### src/rtl/mem_access_ctrl_if.sv
// Core-side request/response handshake for the load/store sequencer.
// master = core, slave = mem_access_ctrl.
interface mem_access_ctrl_if;
    logic        req_valid;
    logic        req_ready;
    logic [1:0]  req_op;
    logic        req_wide;
    logic [7:0]  req_addr;
    logic [15:0] req_wdata;
    logic        rsp_valid;
    logic [15:0] rsp_rdata;
    logic        rsp_err;

    modport master (
        output req_valid, req_op, req_wide, req_addr, req_wdata,
        input  req_ready, rsp_valid, rsp_rdata, rsp_err
    );

    modport slave (
        input  req_valid, req_op, req_wide, req_addr, req_wdata,
        output req_ready, rsp_valid, rsp_rdata, rsp_err
    );
endinterface

### src/rtl/mem_access_ctrl.sv
// Load/store/push/pop sequencer in front of a 256x8 data memory.
// Splits byte/16-bit requests into single-byte memory cycles and owns the stack pointer.
module mem_access_ctrl #(
    parameter logic [7:0] SP_INIT    = 8'hFF,
    parameter logic [7:0] STACK_BASE = 8'h80
) (
    input  logic               clk,
    input  logic               reset_n,
    mem_access_ctrl_if.slave   bus,
    output logic [7:0]         sp_out,
    output logic [7:0]         mem_addr,
    output logic [7:0]         mem_din,
    output logic               mem_wr_en,
    input  logic [7:0]         mem_dout
);
    localparam int unsigned AW = 8;
    localparam int unsigned DW = 16;
    localparam int unsigned CW = AW + 1;

    localparam logic [1:0] OP_LOAD  = 2'b00;
    localparam logic [1:0] OP_STORE = 2'b01;
    localparam logic [1:0] OP_PUSH  = 2'b10;
    localparam logic [1:0] OP_POP   = 2'b11;

    typedef enum logic [1:0] {S_IDLE, S_ACC0, S_ACC1, S_RESP} state_e;

    state_e          state_q, state_d;
    logic [1:0]      op_q, op_d;
    logic            wide_q, wide_d;
    logic [AW-1:0]   addr_q, addr_d;
    logic [DW-1:0]   wdata_q, wdata_d;
    logic [DW-1:0]   rdata_q, rdata_d;
    logic [AW-1:0]   sp_q, sp_d;
    logic            rsp_valid_q, rsp_valid_d;
    logic            rsp_err_q, rsp_err_d;
    logic [DW-1:0]   rsp_rdata_q, rsp_rdata_d;

    logic [CW-1:0]   req_n;
    logic            push_ovf;
    logic            pop_unf;
    logic            is_write;
    logic            hi;
    logic [AW-1:0]   n_q;
    logic [AW-1:0]   acc_addr;
    logic [AW-1:0]   acc_din;

    // Stack bounds checked at accept with 9-bit arithmetic so nothing wraps.
    assign req_n    = bus.req_wide ? CW'(2) : CW'(1);
    assign push_ovf = {1'b0, sp_q} < (CW'(STACK_BASE) + req_n - CW'(1));
    assign pop_unf  = ({1'b0, sp_q} + req_n) > CW'(SP_INIT);

    assign is_write = (op_q == OP_STORE) || (op_q == OP_PUSH);
    assign hi       = (state_q == S_ACC1);
    assign n_q      = wide_q ? AW'(2) : AW'(1);

    // Byte lane mapping for the current access cycle; SP only moves after the last one.
    always_comb begin
        acc_addr = '0;
        acc_din  = '0;
        unique case (op_q)
            OP_LOAD, OP_STORE: begin
                acc_addr = hi ? addr_q + AW'(1) : addr_q;
                acc_din  = hi ? wdata_q[15:8] : wdata_q[7:0];
            end
            OP_PUSH: begin
                acc_addr = hi ? sp_q - AW'(1) : sp_q;
                acc_din  = (hi || !wide_q) ? wdata_q[7:0] : wdata_q[15:8];
            end
            OP_POP: begin
                acc_addr = hi ? sp_q + AW'(2) : sp_q + AW'(1);
            end
            default: ;
        endcase
    end

    always_comb begin
        state_d     = state_q;
        op_d        = op_q;
        wide_d      = wide_q;
        addr_d      = addr_q;
        wdata_d     = wdata_q;
        rdata_d     = rdata_q;
        sp_d        = sp_q;
        rsp_valid_d = 1'b0;
        rsp_err_d   = 1'b0;
        rsp_rdata_d = '0;
        mem_addr    = '0;
        mem_din     = '0;
        mem_wr_en   = 1'b0;

        unique case (state_q)
            S_IDLE: begin
                if (bus.req_valid) begin
                    op_d    = bus.req_op;
                    wide_d  = bus.req_wide;
                    addr_d  = bus.req_addr;
                    wdata_d = bus.req_wdata;
                    rdata_d = '0;
                    if ((bus.req_op == OP_PUSH && push_ovf) ||
                        (bus.req_op == OP_POP && pop_unf)) begin
                        state_d     = S_RESP;
                        rsp_valid_d = 1'b1;
                        rsp_err_d   = 1'b1;
                    end else begin
                        state_d = S_ACC0;
                    end
                end
            end
            S_ACC0, S_ACC1: begin
                mem_addr  = acc_addr;
                mem_din   = is_write ? acc_din : '0;
                mem_wr_en = is_write;
                if (!is_write) begin
                    if (hi) rdata_d[15:8] = mem_dout;
                    else    rdata_d[7:0]  = mem_dout;
                end
                if (hi || !wide_q) begin
                    state_d     = S_RESP;
                    rsp_valid_d = 1'b1;
                    rsp_rdata_d = is_write ? '0 : rdata_d;
                    if (op_q == OP_PUSH)     sp_d = sp_q - n_q;
                    else if (op_q == OP_POP) sp_d = sp_q + n_q;
                end else begin
                    state_d = S_ACC1;
                end
            end
            S_RESP: begin
                state_d = S_IDLE;
            end
            default: state_d = S_IDLE;
        endcase
    end

    always_ff @(posedge clk or negedge reset_n) begin
        if (!reset_n) begin
            state_q     <= S_IDLE;
            op_q        <= OP_LOAD;
            wide_q      <= 1'b0;
            addr_q      <= '0;
            wdata_q     <= '0;
            rdata_q     <= '0;
            sp_q        <= SP_INIT;
            rsp_valid_q <= 1'b0;
            rsp_err_q   <= 1'b0;
            rsp_rdata_q <= '0;
        end else begin
            state_q     <= state_d;
            op_q        <= op_d;
            wide_q      <= wide_d;
            addr_q      <= addr_d;
            wdata_q     <= wdata_d;
            rdata_q     <= rdata_d;
            sp_q        <= sp_d;
            rsp_valid_q <= rsp_valid_d;
            rsp_err_q   <= rsp_err_d;
            rsp_rdata_q <= rsp_rdata_d;
        end
    end

    assign bus.req_ready = (state_q == S_IDLE);
    assign bus.rsp_valid = rsp_valid_q;
    assign bus.rsp_err   = rsp_err_q;
    assign bus.rsp_rdata = rsp_rdata_q;
    assign sp_out        = sp_q;
endmodule

### src/flat_wrapper.sv
// flat-port wrapper written by rule: the top's interface ports become plain ports
module mem_access_ctrl_flat 
#(
    parameter logic [7:0] SP_INIT    = 8'hFF,
    parameter logic [7:0] STACK_BASE = 8'h80
)
  (clk, reset_n, sp_out, mem_addr, mem_din, mem_wr_en, mem_dout, bus_req_valid, bus_req_op, bus_req_wide, bus_req_addr, bus_req_wdata, bus_req_ready, bus_rsp_valid, bus_rsp_rdata, bus_rsp_err);
  mem_access_ctrl_if bus_i ();
  input  logic clk;
  input  logic reset_n;
  output logic [7:0] sp_out;
  output logic [7:0] mem_addr;
  output logic [7:0] mem_din;
  output logic mem_wr_en;
  input  logic [7:0] mem_dout;
  input wire logic [$bits(bus_i.req_valid)-1:0] bus_req_valid;
  input wire logic [$bits(bus_i.req_op)-1:0] bus_req_op;
  input wire logic [$bits(bus_i.req_wide)-1:0] bus_req_wide;
  input wire logic [$bits(bus_i.req_addr)-1:0] bus_req_addr;
  input wire logic [$bits(bus_i.req_wdata)-1:0] bus_req_wdata;
  output wire logic [$bits(bus_i.req_ready)-1:0] bus_req_ready;
  output wire logic [$bits(bus_i.rsp_valid)-1:0] bus_rsp_valid;
  output wire logic [$bits(bus_i.rsp_rdata)-1:0] bus_rsp_rdata;
  output wire logic [$bits(bus_i.rsp_err)-1:0] bus_rsp_err;
  assign bus_i.req_valid = bus_req_valid;
  assign bus_i.req_op = bus_req_op;
  assign bus_i.req_wide = bus_req_wide;
  assign bus_i.req_addr = bus_req_addr;
  assign bus_i.req_wdata = bus_req_wdata;
  assign bus_req_ready = bus_i.req_ready;
  assign bus_rsp_valid = bus_i.rsp_valid;
  assign bus_rsp_rdata = bus_i.rsp_rdata;
  assign bus_rsp_err = bus_i.rsp_err;
  mem_access_ctrl #(.SP_INIT(SP_INIT), .STACK_BASE(STACK_BASE)) u_core (.clk(clk), .reset_n(reset_n), .bus(bus_i), .sp_out(sp_out), .mem_addr(mem_addr), .mem_din(mem_din), .mem_wr_en(mem_wr_en), .mem_dout(mem_dout));
endmodule
### config.mk
export PLATFORM = sky130hd
export DESIGN_NAME = mem_access_ctrl_flat
export DESIGN_NICKNAME = d
export VERILOG_FILES = /design/src/rtl/mem_access_ctrl_if.sv /design/src/rtl/mem_access_ctrl.sv /design/src/flat_wrapper.sv
export SDC_FILE = /design/constraint.sdc
export NUM_CORES = 1
export LEC_CHECK = 0
export BUFFER_PORTS_ARGS = -buffer_cell sky130_fd_sc_hd__buf_2
export CAP_MARGIN = 20
export CORE_MARGIN = 3
export CORE_UTILIZATION = 60
export CTS_BUF_LIST = sky130_fd_sc_hd__clkbuf_8
export DETAILED_ROUTE_END_ITERATION = 10
export PLACE_DENSITY = 0.86
export SLEW_MARGIN = 20
export SYNTH_ARGS = -nofsm -noshare
export SYNTH_HDL_FRONTEND = slang
export SYNTH_SLANG_ARGS = --single-unit
### constraint.sdc
create_clock -name clk -period 5.3 [get_ports clk]
set_clock_uncertainty 0.15 [all_clocks]
set_input_delay 0.265 -clock clk [delete_from_list [all_inputs] [get_ports clk]]
set_output_delay 0.265 -clock clk [all_outputs]
set_load 0.05 [all_outputs]
==> flow_metrics.env, run 1 <==
export IMPL_grt_max_degree=72
export IMPL_finalWorstPathRequiredPeriod_ns=3.219
export IMPL_grt_use_total_pct=26.21
export IMPL_end_kind="output pin"
export IMPL_drive_gt1_share_pct=27.04
export IMPL_drc=0
export IMPL_ys_warn_count=0
export IMPL_drtAntennaViolNets=0
export IMPL_cts_resized=0
export IMPL_dieArea_mm2=0.007942
export IMPL_die_y_um=89.12
export IMPL_post_route_period_util_pct=60.73
export IMPL_rsz0062_at_grt="no"
export IMPL_crit_path_end="mem_addr[6]"
export IMPL_cts_tree="built"
export IMPL_hold_viol=58
export IMPL_nNetsFinal=571
export IMPL_synth_cell_types=54
export IMPL_ys_seq_area_share_pct=43.10
export IMPL_grt_ovfl_total=0
export IMPL_holdBufCountCts=6
export IMPL_drt_wl_total_um=9944
export IMPL_place_congestion=0.8860
export IMPL_layout_common_cells="buf_2, nand2_1, dfrtp_1, a21oi_1, mux2_2"
export IMPL_syn_inst=432
export IMPL_hold_ws_ns=-0.02712
export IMPL_synthesis_nets=494
export IMPL_timing_rr_end="u_core.sp_out[7]"
export IMPL_cp_start_kind="register"
export IMPL_post_cts_setup_buffers=0
export IMPL_cap_violations=0
export IMPL_violations="negative hold slack"
export IMPL_port_buffers=81
export IMPL_cp_required_ns=4.89
export IMPL_via_per_inst=6.166
export IMPL_numCtsBuffers=9
export IMPL_vias=3644
export IMPL_initial_utilization_pct=63.47
export IMPL_syn_area_per_cell_um2=9.595
export IMPL_clockBufferDepth=2
export IMPL_firstDrtPassIters=6
export IMPL_die_w_um=89.12
export IMPL_drv_slew=0
export IMPL_clk_pin_slew_ns=0.08
export IMPL_r2r_start="u_core.op_q[0]"
export IMPL_synth_area_leaders="dfrtp_1, mux2_2, ha_1"
export IMPL_outcome="complete, but fails checks"
export IMPL_htreeDepth=3
export IMPL_tightestPinTransition_ns=1.079
export IMPL_reg2reg_setup_slack_ns=2.17
export IMPL_synth_area_mm2=0.004145
export IMPL_io_pins=82
export IMPL_path_max_fanout=16
export IMPL_hp_class="primary input to asynchronous set/reset pin"
export IMPL_clock_sinks=71
export IMPL_setup_viol=0
export IMPL_arrival_ns=2.80
export IMPL_hpwl_um=6991
export IMPL_wire_per_inst_um=16.83
export IMPL_core_area_mm2=0.006531
export IMPL_drt_iter0_drc=197
export IMPL_antennaDiodeCount=0
export IMPL_ys_flop_type="dfrtp_1"
export IMPL_area_growth_pct=16.06
export IMPL_yosysTopAreaCellShare_pct=38.03
export IMPL_synth_seq_cells=71
export IMPL_clkLatencyLatePin_ns=0.34
export IMPL_post_synth_top_area_cell="dfrtp_1"
export IMPL_r2r_cells=10
export IMPL_ys_async_sr_fraction_pct=100.0
export IMPL_path_class="register to output pin"
export IMPL_relSlewSlack_pct=27.88
export IMPL_rows=29
export IMPL_grt_pass1_wl_um=16450
export IMPL_fmax_mhz=310.7
export IMPL_fin_tns_setup_ns=0
export IMPL_grt_pass1_vias=3463
export IMPL_final_common_cell="buf_2"
export IMPL_crit_start="u_core.state_q[0]"
export IMPL_synth_edff_count=0
export IMPL_cts_root_buf="clkbuf_8"
export IMPL_antenna_found_initial=0
critical path, cell delays in order, from the launching register on:
cell and delay (ns):
dfrtp_1 0.40, inv_1 0.09, ha_1 0.56, nand4_2 0.20
or3_1 0.39, a21oi_1 0.20, a311oi_1 0.07, a311oi_1 0.25
buf_2 0.30
sequential cells by signal (all words and copies together), names as in the netlist:
name,flops
u_core.bus.rsp_rdata,16
u_core.rdata_q,16
u_core.wdata_q,16
u_core.addr_q,8
u_core.sp_out,8
u_core.op_q,2
u_core.state_q,2
u_core.bus.rsp_err,1
u_core.bus.rsp_valid,1
u_core.wide_q,1
cell usage after synthesis, types with 8 or more instances:
library cell and count:
a21oi_1 45, a221oi_1 8, a22o_1 16, a22oi_1 11, clkbuf_1 13, dfrtp_1 63
dfstp_2 8, ha_1 22, inv_1 16, mux2_2 26, nand2_1 65, nor2_1 25
o21ai_0 17, xnor2_1 9
through the flow:
step | hold WS (ns) | cell area, um2 | setup slack [ns] | util (%) | cells
finish | -0.02712 | 4811 | 2.081 | 73.66 | 591
global route | 0.006083 | 4811 | 1.873 | 73.66 | 591
CTS | 0.004241 | 4811 | 2.114 | 73.66 | 591
detailed placement | 0.3313 | 4554 | 2.214 | 69.73 | 569
global placement | 0.3326 | 4554 | 2.385 | 69.73 | 569
floorplan | -0.1806 | 4145 | 1.771 | - | 432
cells by family (layout without fill, tap and decap cells):
group | count (synthesis) | after routing | share of synthesized area, %
flops | 71 | 71 | 43.10
simple gates | 123 | 123 | 13.46
compound gates | 131 | 131 | 21.01
buf+inv | 41 | 123 | 4.316
xor+xnor | 14 | 14 | 2.958
mux | 28 | 28 | 7.546
fa+ha+maj | 24 | 24 | 7.606
metal layers:
| metal | vias to the layer above | share of wire, % | track usage [%] |
|---|---|---|---|
| met5 | - | 0 | 0 |
| met4 | 0 | 1.5 | 8.119 |
| met3 | 20 | 7.0 | 4.700 |
| met2 | 161 | 49 | 41.53 |
| met1 | 1753 | 43 | 36.79 |
| li1 | 1710 | - | - |
area by class of cell:
class                           count  area (um2)
Multi-Input combinational cell    320        2180
Sequential cell                    71        1787
Fill cell                         458        1720
Timing Repair Buffer               90       488.0
Clock buffer                        9       123.9
Tap cell                           77       96.34
Clock inverter                      7       72.57
Inverter                           17       63.81
how the worst min path moves through the flow:
stage | start | end | slack (ns) | depth (start not counted)
detailed placement | u_core.rdata_q[3] | u_core.rdata_q[3] | 0.33 | 1
global placement | u_core.rdata_q[2] | u_core.rdata_q[2] | 0.33 | 1
finish | reset_n | u_core.rdata_q[1] | -0.03 | 2
global route | bus_req_wdata[1] | u_core.wdata_q[1] | 0.006 | 2
floorplan | reset_n | u_core.addr_q[0] | -0.18 | 0
CTS | reset_n | u_core.bus.rsp_rdata[10] | 0.004 | 2
Power of run 1 is not shown: default switching activity piles up to over one toggle a cycle in this logic, so the estimate is an artifact.
==> inputs of run 2 (changes only) <==
- ABC_AREA: not set -> 1
- CORE_UTILIZATION: 60 -> 58
- PLACE_DENSITY: 0.86 -> 0.83
- clock period: 5.3 -> 3.3 ns (I/O delays scaled with it)
==> flow_metrics.env, run 2 <==
export IMPL_path_max_fanout=16
export IMPL_synth_area_mm2=0.004253
export IMPL_arrival_ns=2.53
export IMPL_place_congestion=0.9148
export IMPL_grt_pass1_wl_um=19280
export IMPL_dp_cells=749
export IMPL_antenna_found_initial=0
export IMPL_cp_required_ns=2.98
export IMPL_drive_gt1_share_pct=17.87
export IMPL_fin_tns_setup_ns=0
export IMPL_yosysTopAreaCellShare_pct=37.07
export IMPL_initial_utilization_pct=61.24
export IMPL_drt_iter0_drc=268
export IMPL_hp_class="primary input to register"
export IMPL_ys_top_cells_by_count="nand2_1, inv_1, nor2_1"
export IMPL_cts_resized=0
export IMPL_drtAntennaViolNets=0
export IMPL_relSlewSlack_pct=38.18
export IMPL_dieArea_mm2=0.008396
export IMPL_io_pins=82
export IMPL_drv_slew=0
export IMPL_drc=0
export IMPL_ys_warn_count=0
export IMPL_fmax_mhz=351.7
export IMPL_clock_sinks=71
export IMPL_setup_viol=0
export IMPL_htreeDepth=3
export IMPL_via_per_inst=5.426
export IMPL_path_class="register to output pin"
export IMPL_outcome="finished, final reports clean"
export IMPL_hpwl_um=7743
export IMPL_post_route_period_util_pct=86.17
export IMPL_finalWorstPathRequiredPeriod_ns=2.844
export IMPL_core_area_mm2=0.006944
export IMPL_die_w_um=91.63
export IMPL_drt_wl_total_um=11500
export IMPL_rsz0062_at_grt="no"
export IMPL_vias=4346
export IMPL_synthesis_nets=648
export IMPL_antennaDiodeCount=0
export IMPL_hold_ws_ns=0.02299
export IMPL_hold_viol=0
export IMPL_yosysMostFrequentCell="nand2_1"
export IMPL_firstDrtPassIters=5
export IMPL_wire_per_inst_um=14.36
export IMPL_final_util_pct=76.11
export IMPL_clk_pin_slew_ns=0.08
export IMPL_clockBufferDepth=2
export IMPL_cts_tree="built"
export IMPL_area_growth_pct=24.27
export IMPL_ys_flop_type="dfrtp_1"
export IMPL_nNetsFinal=762
export IMPL_syn_area_per_cell_um2=7.257
export IMPL_grt_pass1_vias=4223
export IMPL_stdcell_count=801
export IMPL_grt_max_degree=43
export IMPL_grt_use_total_pct=28.44
export IMPL_ys_seq_area_share_pct=42.01
export IMPL_synth_seq_cells=71
export IMPL_tightestPinTransition_ns=0.9272
export IMPL_cap_violations=0
export IMPL_end_kind="output pin"
export IMPL_grt_ovfl_total=0
export IMPL_cts_root_buf="clkbuf_8"
export IMPL_ys_async_sr_fraction_pct=100.0
export IMPL_synth_area_leaders="dfrtp_1, nand2_1, inv_1"
export IMPL_post_synth_top_area_cell="dfrtp_1"
export IMPL_die_y_um=91.63
export IMPL_numCtsBuffers=9
export IMPL_synth_cell_types=29
export IMPL_rows=30
export IMPL_layout_common_cells="nand2_1, buf_2, inv_1, nor2_1, dfrtp_1"
export IMPL_cp_start_kind="register"
export IMPL_synth_edff_count=0
export IMPL_port_buffers=81
export IMPL_syn_inst=586
export IMPL_final_common_cell="nand2_1"
export IMPL_clkLatencyLatePin_ns=0.35
run 2: per-stage QoR:
stage / setup WS [ns] / instance area (um2)
finish: 0.4563 / 5285
floorplan: 0.7208 / 4253
detailed placement: 0.7838 / 4737
CTS: 0.4616 / 5285
global placement: 0.8712 / 4737
global route: 0.1689 / 5285
run 2: metal layers:
layer	GRT usage, %	share of wire [%]	vias to the layer above
li1	-	-	2090
met1	34.84	40	2026
met2	48.93	50	181
met3	5.906	6.3	49
met4	11.31	3.7	0
met5	0	0	-
run 2: path summary, 6_finish.rpt:
kind | cells after the start | startpoint | to | slack, ns
max | 13 | u_core.state_q[0] | mem_addr[4] | 0.46
max in group asynchronous | 3 | reset_n | u_core.sp_out[2] | 1.79
min | 3 | bus_req_wide | u_core.wide_q | 0.02
max reg2reg | 11 | u_core.op_q[0] | u_core.sp_out[5] | 0.74
min reg2reg | 2 | u_core.wdata_q[2] | u_core.wdata_q[2] | 0.35
min in group asynchronous | 2 | reset_n | u_core.wdata_q[14] | 0.35
run 2: cell families after synthesis:
family                     synth area share (%)
xor gates and xnor gates                  1.030
and+or+nand+nor                           26.60
DFF                                       42.01
adders and majority gates                 7.414
AOI/OAI and AO/OA                         13.77
buffers and inverters                     9.179
run 2: area by class of cell:
cell class	count	area (um2)
Multi-Input combinational cell	416	2076
Clock buffer	10	137.6
Timing Repair Buffer	125	825.8
Sequential cell	71	1787
Clock inverter	6	50.05
Inverter	77	289.0
Tap cell	96	120.1
Fill cell	505	1659
run 2: worst max-delay path, stage by stage, from the launching register on:
cell	delay, ns
dfrtp_1	0.38
inv_1	0.10
ha_1	0.40
buf_4	0.30
nand2_1	0.07
nor2_1	0.21
nand2_1	0.11
nand2_1	0.07
nand2_1	0.04
o21ai_0	0.16
inv_1	0.06
nand2_1	0.05
inv_1	0.03
buf_2	0.20
run 2: timing repair:
action,4_1_cts,5_1_grt
hold buffers,36,0
buffers inserted,0,0
endpoints found under the hold margin,83,0
Power of run 2 is left out for the same reason.
==> inputs of run 3 (changes only) <==
- CAP_MARGIN: 20 -> not set
- CORE_ASPECT_RATIO: not set -> 0.9
==> flow_metrics.env, run 3 (synthesis results as in run 2) <==
export IMPL_outcome="finished, final reports clean"
export IMPL_drt_wl_total_um=11620
export IMPL_htreeDepth=3
export IMPL_cp_required_ns=2.98
export IMPL_firstDrtPassIters=5
export IMPL_path_class="register to output pin"
export IMPL_final_util_pct=78.06
export IMPL_drv_slew=0
export IMPL_core_area_mm2=0.006832
export IMPL_cts_resized=0
export IMPL_grt_ovfl_total=0
export IMPL_grt_pass1_wl_um=19350
export IMPL_met1_length_um=4814
export IMPL_final_common_cell="nand2_1"
export IMPL_drc=0
export IMPL_holdBufCountCts=37
export IMPL_dr_wl_met3_um=785
export IMPL_grt_use_total_pct=29.82
export IMPL_post_cts_setup_buffers=0
export IMPL_rsz0062_at_grt="no"
export IMPL_arrival_ns=2.55
export IMPL_clkLatencyLatePin_ns=0.36
export IMPL_fillerInstances=497
export IMPL_wl_met2_um=5769
export IMPL_cts_tree="built"
export IMPL_antenna_found_initial=0
export IMPL_hpwl_um=7595
export IMPL_clk_pin_slew_ns=0.09
export IMPL_fin_tns_setup_ns=0
export IMPL_post_route_period_util_pct=86.87
export IMPL_cap_violations=0
export IMPL_vias=4340
export IMPL_end_kind="output pin"
export IMPL_cts_root_buf="clkbuf_8"
export IMPL_antennaDiodeCount=0
export IMPL_finalWorstPathRequiredPeriod_ns=2.867
export IMPL_drt_iter0_drc=310
export IMPL_grt_max_degree=72
export IMPL_path_max_fanout=16
export IMPL_port_buffers=81
export IMPL_setup_viol=0
export IMPL_place_congestion=0.8788
export IMPL_fmax_mhz=348.8
export IMPL_tightestPinTransition_ns=0.8990
export IMPL_cp_start_kind="register"
export IMPL_relSlewSlack_pct=40.07
export IMPL_nNetsFinal=763
export IMPL_top_layer_used="met4"
export IMPL_initial_utilization_pct=62.25
export IMPL_path_cells="inv_1 -> ha_1 -> buf_4 -> nand2_1 -> nor2_1 -> nand2_1 -> nand2_1 -> nand2_1 -> o21ai_0 -> inv_1 -> nand2_1 -> inv_1 -> buf_2"
export IMPL_drive_gt1_share_pct=17.85
export IMPL_die_w_um=96.26
export IMPL_rows=28
export IMPL_drtAntennaViolNets=0
export IMPL_hp_class="register to register"
export IMPL_dieArea_mm2=0.008397
export IMPL_numCtsBuffers=9
export IMPL_crit_slowest_cell="dfrtp_1"
export IMPL_cpPeakStageDelay_ns=0.40
export IMPL_io_pins=82
export IMPL_clockBufferDepth=2
export IMPL_wire_per_inst_um=14.59
export IMPL_area_growth_pct=25.39
export IMPL_via_per_inst=5.452
export IMPL_grt_pass1_vias=4075
export IMPL_hold_viol=0
export IMPL_die_y_um=87.24
export IMPL_layout_common_cells="nand2_1, buf_2, inv_1, nor2_1, dfrtp_1"
export IMPL_crit_top_cell="nand2_1"
export IMPL_clock_sinks=71
-- run 3: cell types whose count changed in the layout (fill, tap and decap cells not counted), sizes merged --
| cell | change |
|---|---|
| bufinv | +2 |
| clkinvlp | -2 |
| clkbuf | -1 |
| dlygate4sd3 | +1 |
| inv | +1 |
-- run 3: worst paths after layout --
path	endpoint	slack, ns	depth (start not counted)	startpoint
max	mem_addr[4]	0.43	13	u_core.state_q[0]
max in group asynchronous	u_core.addr_q[4]	2.02	3	reset_n
max reg2reg	u_core.sp_out[4]	0.74	9	u_core.op_q[0]
min	u_core.wdata_q[5]	0.37	2	u_core.wdata_q[5]
min in group asynchronous	u_core.bus.rsp_rdata[9]	0.41	3	reset_n
min reg2reg	u_core.wdata_q[5]	0.37	2	u_core.wdata_q[5]
-- run 3: per-stage QoR --
step                      cell area, um2  std cells  setup slack, ns  hold slack, ns
after detailed placement            4730        743           0.8270          0.2133
final                               5333        796           0.4332          0.3715
after floorplan                     4253        586           0.7208         -0.2806
after CTS                           5333        796           0.4132          0.3657
after global placement              4730        743           0.9586          0.2088
after global routing                5333        796           0.1667          0.3954
-- run 3: metal layers --
metal	track usage, %	vias up
li1	-	2084
met2	48.46	193
met5	0	-
met1	39.58	2033
met4	10.21	0
met3	6.309	30
-- run 3: area by class of cell --
class	count	area (um2)	area share, %
multi-input combinational	416	2076	38.93
inverter	77	289.0	5.420
sequential	71	1787	33.51
clock buffer	9	123.9	2.323
timing repair buffer	126	835.8	15.67
tap	90	112.6	2.112
clock inverter	7	108.9	2.041
-- run 3: critical path, delay by kind of cell (launching register included) --
family,cells,cell delay (ns)
AO/OA/AOI/OAI,1,0.19
adder cells (fa/ha/maj),1,0.35
buffers and inverters,5,0.70
flip-flops,1,0.40
AND/OR/NAND/NOR,6,0.55
Power of run 3 is left out for the same reason.
